--- src/rtl/sonar_bus_pkg.sv ---
// Shared definitions for the sonar register-bus initiator: bus width,
// register map, FSM encoding and the command record.
package sonar_bus_pkg;

  localparam int BUS_WIDTH = 16;
  localparam int ADR_WIDTH = 4;

  // Register map of the sonar datapath slave
  localparam logic [ADR_WIDTH-1:0] CONTROL   = 4'd0;
  localparam logic [ADR_WIDTH-1:0] A0        = 4'd1;
  localparam logic [ADR_WIDTH-1:0] A1        = 4'd2;
  localparam logic [ADR_WIDTH-1:0] A2        = 4'd3;
  localparam logic [ADR_WIDTH-1:0] B1        = 4'd4;
  localparam logic [ADR_WIDTH-1:0] B2        = 4'd5;
  localparam logic [ADR_WIDTH-1:0] AMP       = 4'd6;
  localparam logic [ADR_WIDTH-1:0] THRESHOLD = 4'd7;
  localparam logic [ADR_WIDTH-1:0] TIMER     = 4'd8;
  localparam logic [ADR_WIDTH-1:0] PCM       = 4'd9;
  localparam logic [ADR_WIDTH-1:0] PCM_LOAD  = 4'd10;
  localparam logic [ADR_WIDTH-1:0] FB0       = 4'd11;
  localparam logic [ADR_WIDTH-1:0] FB1       = 4'd12;

  typedef enum logic [1:0] {
    IDLE  = 2'd0,
    ISSUE = 2'd1,
    WAIT  = 2'd2,
    RESP  = 2'd3
  } state_t;

  typedef struct packed {
    logic                 we;
    logic [ADR_WIDTH-1:0] adr;
    logic [BUS_WIDTH-1:0] dat;
  } cmd_t;

endpackage

--- src/rtl/sonar_cmd_fifo.sv ---
// Synchronous command FIFO with occupancy count. The caller guarantees
// push only when not full and pop only when non-empty.
module sonar_cmd_fifo #(
  parameter int WIDTH = 21,
  parameter int DEPTH = 4
) (
  input  logic                     clk,
  input  logic                     rst,
  input  logic                     push,
  input  logic [WIDTH-1:0]         push_data,
  input  logic                     pop,
  output logic [WIDTH-1:0]         head,
  output logic [$clog2(DEPTH):0]   count
);

  localparam int AW = $clog2(DEPTH);

  logic [WIDTH-1:0] mem [DEPTH];
  logic [AW-1:0]    wr_ptr;
  logic [AW-1:0]    rd_ptr;

  assign head = mem[rd_ptr];

  // Storage array; contents are don't-care until written, so no reset
  always_ff @(posedge clk) begin
    if (push) mem[wr_ptr] <= push_data;
  end

  // Pointers wrap naturally because DEPTH is a power of two
  always_ff @(posedge clk) begin
    if (rst) begin
      wr_ptr <= '0;
      rd_ptr <= '0;
      count  <= '0;
    end else begin
      if (push) wr_ptr <= wr_ptr + 1'b1;
      if (pop)  rd_ptr <= rd_ptr + 1'b1;
      case ({push, pop})
        2'b10:   count <= count + 1'b1;
        2'b01:   count <= count - 1'b1;
        default: count <= count;
      endcase
    end
  end

endmodule

--- src/rtl/sonar_bus_master.sv ---
// Register-bus initiator: queues host commands and runs them one at a time
// on the single-cycle-strobe register bus, returning data or a timeout error.
//
// Handshakes: a beat transfers on a rising edge where valid and ready are
// both high. valid, once raised, holds with a stable payload until the
// transfer; ready may change freely and does not depend on valid.
module sonar_bus_master
  import sonar_bus_pkg::*;
#(
  parameter int BUS_WIDTH  = sonar_bus_pkg::BUS_WIDTH,
  parameter int FIFO_DEPTH = 4,
  parameter int TIMEOUT    = 15
) (
  input  logic                 wb_clk_i,
  input  logic                 wb_rst_i,
  input  logic                 cmd_valid_i,
  output logic                 cmd_ready_o,
  input  logic                 cmd_we_i,
  input  logic [3:0]           cmd_adr_i,
  input  logic [BUS_WIDTH-1:0] cmd_dat_i,
  output logic                 rsp_valid_o,
  input  logic                 rsp_ready_i,
  output logic                 rsp_we_o,
  output logic [BUS_WIDTH-1:0] rsp_dat_o,
  output logic                 rsp_err_o,
  output logic                 wb_valid_o,
  output logic [3:0]           wbs_adr_o,
  output logic [BUS_WIDTH-1:0] wbs_dat_o,
  output logic                 wbs_strb_o,
  input  logic                 wbs_ack_i,
  input  logic [BUS_WIDTH-1:0] wbs_dat_i,
  output logic                 busy_o,
  output logic [7:0]           err_cnt_o,
  output state_t               dbg_state_o
);

  localparam int CW = $clog2(FIFO_DEPTH) + 1;
  localparam int EW = 1 + 4 + BUS_WIDTH;

  state_t          state;
  state_t          state_next;
  logic [CW-1:0]   count;
  logic [EW-1:0]   head;
  logic            push;
  logic            pop;
  logic            take_ack;
  logic            take_tmo;
  logic            bus_we;
  logic [7:0]      tmo_cnt;

  assign cmd_ready_o = (count != CW'(FIFO_DEPTH));
  assign push        = cmd_valid_i & cmd_ready_o;
  assign busy_o      = (state != IDLE) | (count != '0);
  // The strobe lives only in ISSUE, which always lasts exactly one cycle
  assign wb_valid_o  = (state == ISSUE);
  assign wbs_strb_o  = (state == ISSUE) & bus_we;
  assign rsp_valid_o = (state == RESP);
  assign dbg_state_o = state;

  sonar_cmd_fifo #(
    .WIDTH (EW),
    .DEPTH (FIFO_DEPTH)
  ) u_fifo (
    .clk       (wb_clk_i),
    .rst       (wb_rst_i),
    .push      (push),
    .push_data ({cmd_we_i, cmd_adr_i, cmd_dat_i}),
    .pop       (pop),
    .head      (head),
    .count     (count)
  );

  // FSM state register
  always_ff @(posedge wb_clk_i) begin
    if (wb_rst_i) state <= IDLE;
    else          state <= state_next;
  end

  // Next-state and per-cycle control decisions
  always_comb begin
    state_next = state;
    pop        = 1'b0;
    take_ack   = 1'b0;
    take_tmo   = 1'b0;
    case (state)
      IDLE: begin
        if (count != '0) begin
          pop        = 1'b1;
          state_next = ISSUE;
        end
      end
      ISSUE: state_next = WAIT;
      WAIT: begin
        if (wbs_ack_i) begin
          take_ack   = 1'b1;
          state_next = RESP;
        end else if (tmo_cnt == 8'(TIMEOUT - 1)) begin
          take_tmo   = 1'b1;
          state_next = RESP;
        end
      end
      RESP: begin
        if (rsp_ready_i) state_next = IDLE;
      end
      default: state_next = IDLE;
    endcase
  end

  // Bus command latch, timeout counter, response payload and error count
  always_ff @(posedge wb_clk_i) begin
    if (wb_rst_i) begin
      bus_we    <= 1'b0;
      wbs_adr_o <= '0;
      wbs_dat_o <= '0;
      tmo_cnt   <= '0;
      rsp_we_o  <= 1'b0;
      rsp_err_o <= 1'b0;
      rsp_dat_o <= '0;
      err_cnt_o <= '0;
    end else begin
      if (pop) {bus_we, wbs_adr_o, wbs_dat_o} <= head;

      if (state == ISSUE)
        tmo_cnt <= '0;
      else if (state == WAIT && !take_ack && !take_tmo)
        tmo_cnt <= tmo_cnt + 8'd1;

      if (take_ack) begin
        rsp_we_o  <= bus_we;
        rsp_err_o <= 1'b0;
        rsp_dat_o <= bus_we ? '0 : wbs_dat_i;
      end else if (take_tmo) begin
        rsp_we_o  <= bus_we;
        rsp_err_o <= 1'b1;
        rsp_dat_o <= '0;
        if (err_cnt_o != 8'hFF) err_cnt_o <= err_cnt_o + 8'd1;
      end
    end
  end

endmodule

--- config.mk ---
export PLATFORM = sky130hd
export DESIGN_NAME = sonar_bus_master
export DESIGN_NICKNAME = d
export VERILOG_FILES = /design/src/rtl/sonar_bus_pkg.sv /design/src/rtl/sonar_cmd_fifo.sv /design/src/rtl/sonar_bus_master.sv
export SDC_FILE = /design/constraint.sdc
export NUM_CORES = 1
export LEC_CHECK = 0
export CORE_MARGIN = 2
export CORE_UTILIZATION = 50
export CTS_CLUSTER_DIAMETER = 120
export DETAILED_ROUTE_END_ITERATION = 10
export GPL_ROUTABILITY_DRIVEN = 0
export PLACE_DENSITY = 0.83
export SLEW_MARGIN = 5
export SYNTH_ARGS = -nofsm -noshare
export SYNTH_HDL_FRONTEND = slang
export SYNTH_SLANG_ARGS = --single-unit
--- constraint.sdc ---
create_clock -name wb_clk_i -period 5.58 [get_ports wb_clk_i]
set_clock_uncertainty 0.2 [all_clocks]
set_input_delay 1.116 -clock wb_clk_i [delete_from_list [all_inputs] [get_ports wb_clk_i]]
set_output_delay 1.116 -clock wb_clk_i [all_outputs]
set_load 0.02 [all_outputs]
Word-level counts from Yosys, hierarchy flattened

Memory sizes are Yosys's and may differ from the RTL's. A register that Yosys moved wholly into a read port is not among the register bits.
Cells that the tools add are included.

Logic and storage cells: 64
Bits of input ports: 42
Output and inout bits: 53
Bits in writable memories: 84
Memories kept: 1
Register bits after elaboration: 43

Add/sub/neg operators: 6
Muxes and demuxes: 20
Bitwise logic cells: 4
Reductions and logical operators: 13
Equality and inequality tests: 11

Memory list:

| name       | depth | bits a word | rd ports | clocked after Yosys merged registers in | wr ports | line                 | source |
|---|---|---|---|---|---|---|---|
| u_fifo.mem | 4     | 21          | 1        | 1                                       | 1        | sonar_cmd_fifo.sv:18 | `logic [WIDTH-1:0] mem [DEPTH];` |

Operators by type and width:

| kind                                                                    | number |
|---|---|
| 16-bit two-way mux                                                      | 3 |
| 8-bit by 1-bit adder with 8-bit output, second input constant           | 2 |
| 1-bit two-way mux                                                       | 11 |
| 8-bit by 4-bit == test with 1-bit output, second input constant         | 1 |
| 2-bit two-way mux                                                       | 4 |
| 8-bit inequality test, second input constant                            | 1 |
| 2-bit case mux with 4 select lines                                      | 1 |
| 2-bit == test, second input constant                                    | 3 |
| 3-bit inequality test, second input constant                            | 2 |
| 3-bit case mux with 2 select lines                                      | 1 |
| 3-bit AND reduction                                                     | 2 |
| 2-bit nonzero test                                                      | 3 |
| 2-bit by 1-bit adder with 2-bit output, second input constant           | 2 |
| 2-bit by 1-bit == test with 1-bit output, second input constant         | 2 |
| 2-bit OR reduction                                                      | 2 |
| 3-bit by 1-bit adder with 3-bit output, second input constant           | 1 |
| 3-bit nonzero test                                                      | 1 |
| 3-bit by 1-bit subtractor with 3-bit output, second input constant      | 1 |
| 1-bit AND                                                               | 2 |
| 1-bit logical AND                                                       | 2 |
| 1-bit logical NOT                                                       | 2 |
| 2-bit logical NOT                                                       | 1 |
| 2-bit by 1-bit inequality test with 1-bit output, second input constant | 1 |
| 2-bit inequality test, second input constant                            | 1 |
| 2 further kinds                                                         | 2 |

Logic depth before layout (Yosys ltp)

Depth in word-level cells: 6
Depth in mapped cells: 11
Gate-level depth less buffers: 10

Hierarchy

From an unflattened synthesis, not the netlist that was laid out.

Cell total of the unflattened synthesis: 409
Area, all modules: 5,803.1 um^2

By module, submodules not included:

| module           | area an instance (um^2) | times used | sequential area each (um^2) | cells each |
|---|---|---|---|---|
| sonar_cmd_fifo   | 3,454.6                 | 1          | 2,702.6                     | 154 |
| sonar_bus_master | 2,348.5                 | 1          | 1,141.1                     | 255 |

Least setup slack after synthesis

OpenSTA, ideal clock, no wires.

Path kind: input port to flip-flop
From: input port wbs_ack_i
To: register err_cnt_o[6]
Cell stages on the path: 5
Path buffers: 1
Data arrival time: 2.460 ns
Path slack: 2.800 ns
Path through: nor2b_1 > or3b_4 > buf_4 > nor3_1 > mux2_2

Cells in the longest elaborated chain, start to end: 4
Elaborated cells between the ends (all ways): 6

Ends and longest elaborated chain:

| element                         | line                    | source |
|---|---|---|
| start, declared                 | sonar_bus_master.sv:30  | `input logic wbs_ack_i,` |
| 1-bit two-way mux               | sonar_bus_master.sv:94  | `if (wbs_ack_i) begin` |
| 1-bit two-way mux               | sonar_bus_master.sv:85  | `case (state)` |
| 1-bit NOT (no line)             | -                       |  |
| 3-bit AND reduction (no line) * | -                       |  |
| end signal, assigned            | sonar_bus_master.sv:136 | `if (err_cnt_o != 8'hFF) err_cnt_o <= err_cnt_o + 8'd1;` |
| end, declared                   | sonar_bus_master.sv:33  | `output logic [7:0] err_cnt_o,` |

Every way passes the cells marked *; elsewhere a longest branch is shown, timed or not.
A chain may end at the register's enable or synchronous reset.

Worst setup path after layout

From: register state[1] (netlist: dbg_state_o[1])
To: output port busy_o

Cells in the longest elaborated chain, start to end: 2

Ends and longest elaborated chain:

| element                | line                   | source |
|---|---|---|
| start, declared        | sonar_bus_master.sv:40 | `state_t state;` |
| start signal, assigned | sonar_bus_master.sv:76 | `else state <= state_next;` |
| 2-bit nonzero test     | sonar_bus_master.sv:53 | `assign busy_o = (state != IDLE) \| (count != '0);` |
| 1-bit bitwise OR       | sonar_bus_master.sv:53 |  |
| end, declared          | sonar_bus_master.sv:32 | `output logic busy_o,` |

Every way passes these cells.

==> flow_metrics.tcl <==
set metrics [dict create \
    status "completed" \
    ys_types 46 \
    worstMarginPinSlew_ns 1.20 \
    grt_use_total 0.194 \
    finalHoldViolations 0 \
    setup.worst_path.start_class "flip-flop" \
    cts_buffer_depth 2 \
    cts_resized 0 \
    relSlewSlack 0.197 \
    grt_pass1_vias 3661 \
    synth_common_cells "84 x edfxtp_1, 64 x dfxtp_1, 54 x nand2_1" \
    globalRouteOverflowTotal 0 \
    setup_viol 0 \
    finalWirelength_um 11400 \
    synthSimpleGateAreaFrac 0.0865 \
    rsz0062_at_grt "no" \
    timing.final.crit_share 0.662 \
    hold_path.class "flip-flop to flip-flop" \
    io_buffers 94 \
    netlist_area_um2 5680 \
    htree_levels 4 \
    wl_per_cell_um 17.4 \
    core_um2 11000 \
    drt_iter0_markers 233 \
    synth_nets 462 \
    syn-instance-count 406 \
    power.total_mw 3.54 \
    ctsHoldBuffers 0 \
    yosysTopAreaCellShare 0.444 \
    required_ns 4.26 \
    synth_top_family_by_area "multiplexers" \
    numCtsBuffers 17 \
    cts_setup_buffers 0 \
    n_antenna_cell 0 \
    clock-sinks 148 \
    dieArea_um2 12200 \
    cts.clk_slew.worst_paths_ns 0.06 \
    ff_latch_area_um2 3800 \
    fp-row-count 38 \
    layout.nets 557 \
    slowest_stage "or4b_2" \
    grt_max_degree 43 \
    fin_tns_setup_ns 0 \
    muxShareOfSynthArea 0.0887 \
    antenna_found_initial 0 \
    synth.ff_latch_count 148 \
    hpwl_um 7350 \
    synth_ff_type "edfxtp_1" \
    synthXorXnorAreaFrac 0.0170 \
    synth-seq-area-share 0.669 \
    drive_above_1_share 0.121 \
    yosysTopAreaCell "edfxtp_1" \
    cap_violations 0 \
    synth_warnings 0 \
    start_util 0.517 \
    vias 3551 \
    powerDensity_nw_per_um2 481 \
    worstPathCellList "inv_1 -> ha_1 -> or4b_2 -> clkdlybuf4s50_1" \
    vias_per_cell 5.43 \
    die_y_um 111 \
    grt_pass1_wl_um 18500 \
    tritoncts "yes" \
    async_reset_ff_frac 0 \
    area_growth_pct 29.6 \
    avgSynthCellArea_um2 14.0 \
    worstPathArrival_ns 2.38 \
    leakage_nw 2.54 \
    min_period_ns 3.69 \
    drc 0 \
    synthAdderAreaFrac 0.0321 \
    worst-setup-path-type "flip-flop to output port" \
    synth-edff-count 84 \
    critPathCaptureType "output port" \
    drv_slew 0 \
    vdd_ir_drop_max_uv 485 \
    synth_most_common_cell "edfxtp_1" \
    synth_area_leaders "edfxtp_1 44%, dfxtp_1 23%, mux4_2 8.3%" \
    critPathMaxStageDelay_ns 0.66 \
    ioPinCount 95 \
    synth_compound_area_frac 0.0812 \
    clkLatencyLatePin_ns 0.42 \
    crit_fanout 5 \
    multi_input_area_um2 1760 \
    fillers 765 \
    fmax_mhz 271 \
    cts_root_buf "clkbuf_16" \
    fin_hold_ws_ns 0.253 \
    postRouteAntennaNets 0 \
    die_x_um 111 \
    drtPass1Iterations 5 \
]
[worst max-delay path, delay by kind of cell, from the launching register on]
kind / cells / cell delay, ns
adder cells (fa/ha/maj): 1 / 0.25
buffers and inverters: 2 / 0.69
flip-flops: 1 / 0.36
AND/OR/NAND/NOR: 1 / 0.66
[cells by family after synthesis]
group | Yosys count
compound gates | 70
flops | 148
xor+xnor | 11
mux | 24
simple gates | 105
fa+ha+maj | 14
buf+inv | 34
[per-stage QoR]
step           std cells  area [um2]  utilization  setup WS [ns]
2_1_floorplan        406        5680            -           2.80
3_3_place_gp         622        6730        0.613           2.26
3_5_place_dp         622        6730        0.613           2.16
4_1_cts              654        7360        0.670           1.87
5_1_grt              654        7370        0.671           1.82
6_report             654        7370        0.671           1.89
[cells in the final DEF, fill, tap and decap left out, types with 2 or more instances in the layout]
cell,count
a211oi_1,3
a21oi_1,34
a22o_1,16
and2_1,2
and3_1,4
bufinv_16,4
clkbuf_16,17
clkdlybuf4s50_1,93
clkinv_2,4
clkinvlp_4,2
dfxtp_1,64
edfxtp_1,84
ha_1,13
inv_1,15
inv_6,3
mux2i_1,2
mux4_2,21
nand2_1,54
nand3_1,4
nand4_1,2
nor2_1,18
nor3_1,2
o2111ai_1,2
o21ai_0,4
o31ai_1,2
o41ai_1,2
or3_1,6
or4_1,3
xnor2_1,4
xor2_1,7
[flip-flops by register name, indices dropped and copies added, names as in the netlist]
name / cells
u_fifo.count: 3
rsp_dat_o: 16
rsp_we_o: 1
rsp_err_o: 1
bus_we: 1
wbs_adr_o: 4
err_cnt_o: 8
u_fifo.rd_ptr: 2
wbs_dat_o: 16
u_fifo.mem: 84
tmo_cnt: 8
dbg_state_o: 2
u_fifo.wr_ptr: 2
[per-layer routing]
| layer | global-route usage | up-vias | routed length, um |
|---|---|---|---|
| met5 | 0 | - | 0 |
| met4 | 0.0508 | 0 | 91 |
| met3 | 0.0642 | 8 | 602 |
| met2 | 0.333 | 103 | 5820 |
| met1 | 0.237 | 1738 | 4850 |
| li1 | - | 1702 | - |
[worst paths after layout]
check,from,cells after the start,slack (ns),endpoint
worst min-delay path,wbs_dat_o[3],2,0.25,wbs_dat_o[3]
worst max register to register,u_fifo.count[0],8,2.23,u_fifo.count[2]
worst max-delay path,dbg_state_o[1],4,1.89,busy_o
worst min register to register,wbs_dat_o[3],2,0.25,wbs_dat_o[3]
[cell type report]
| cell class | instances | share of cell area |
|---|---|---|
| sequential | 148 | 0.516 |
| clock inverter | 15 | 0.0273 |
| inverter | 15 | 0.00764 |
| clock buffer | 17 | 0.0577 |
| multi-input combinational | 224 | 0.239 |
| timing repair buffer | 95 | 0.128 |
| tap | 140 | 0.0238 |
[power by group]
group / internal (mW) / total, mW / switching (mW)
combinational: 0.406 / 0.893 / 0.487
sequential: 1.34 / 1.45 / 0.115
clock: 0.752 / 1.20 / 0.443
Note: power is estimated with default switching activity, not from simulation.
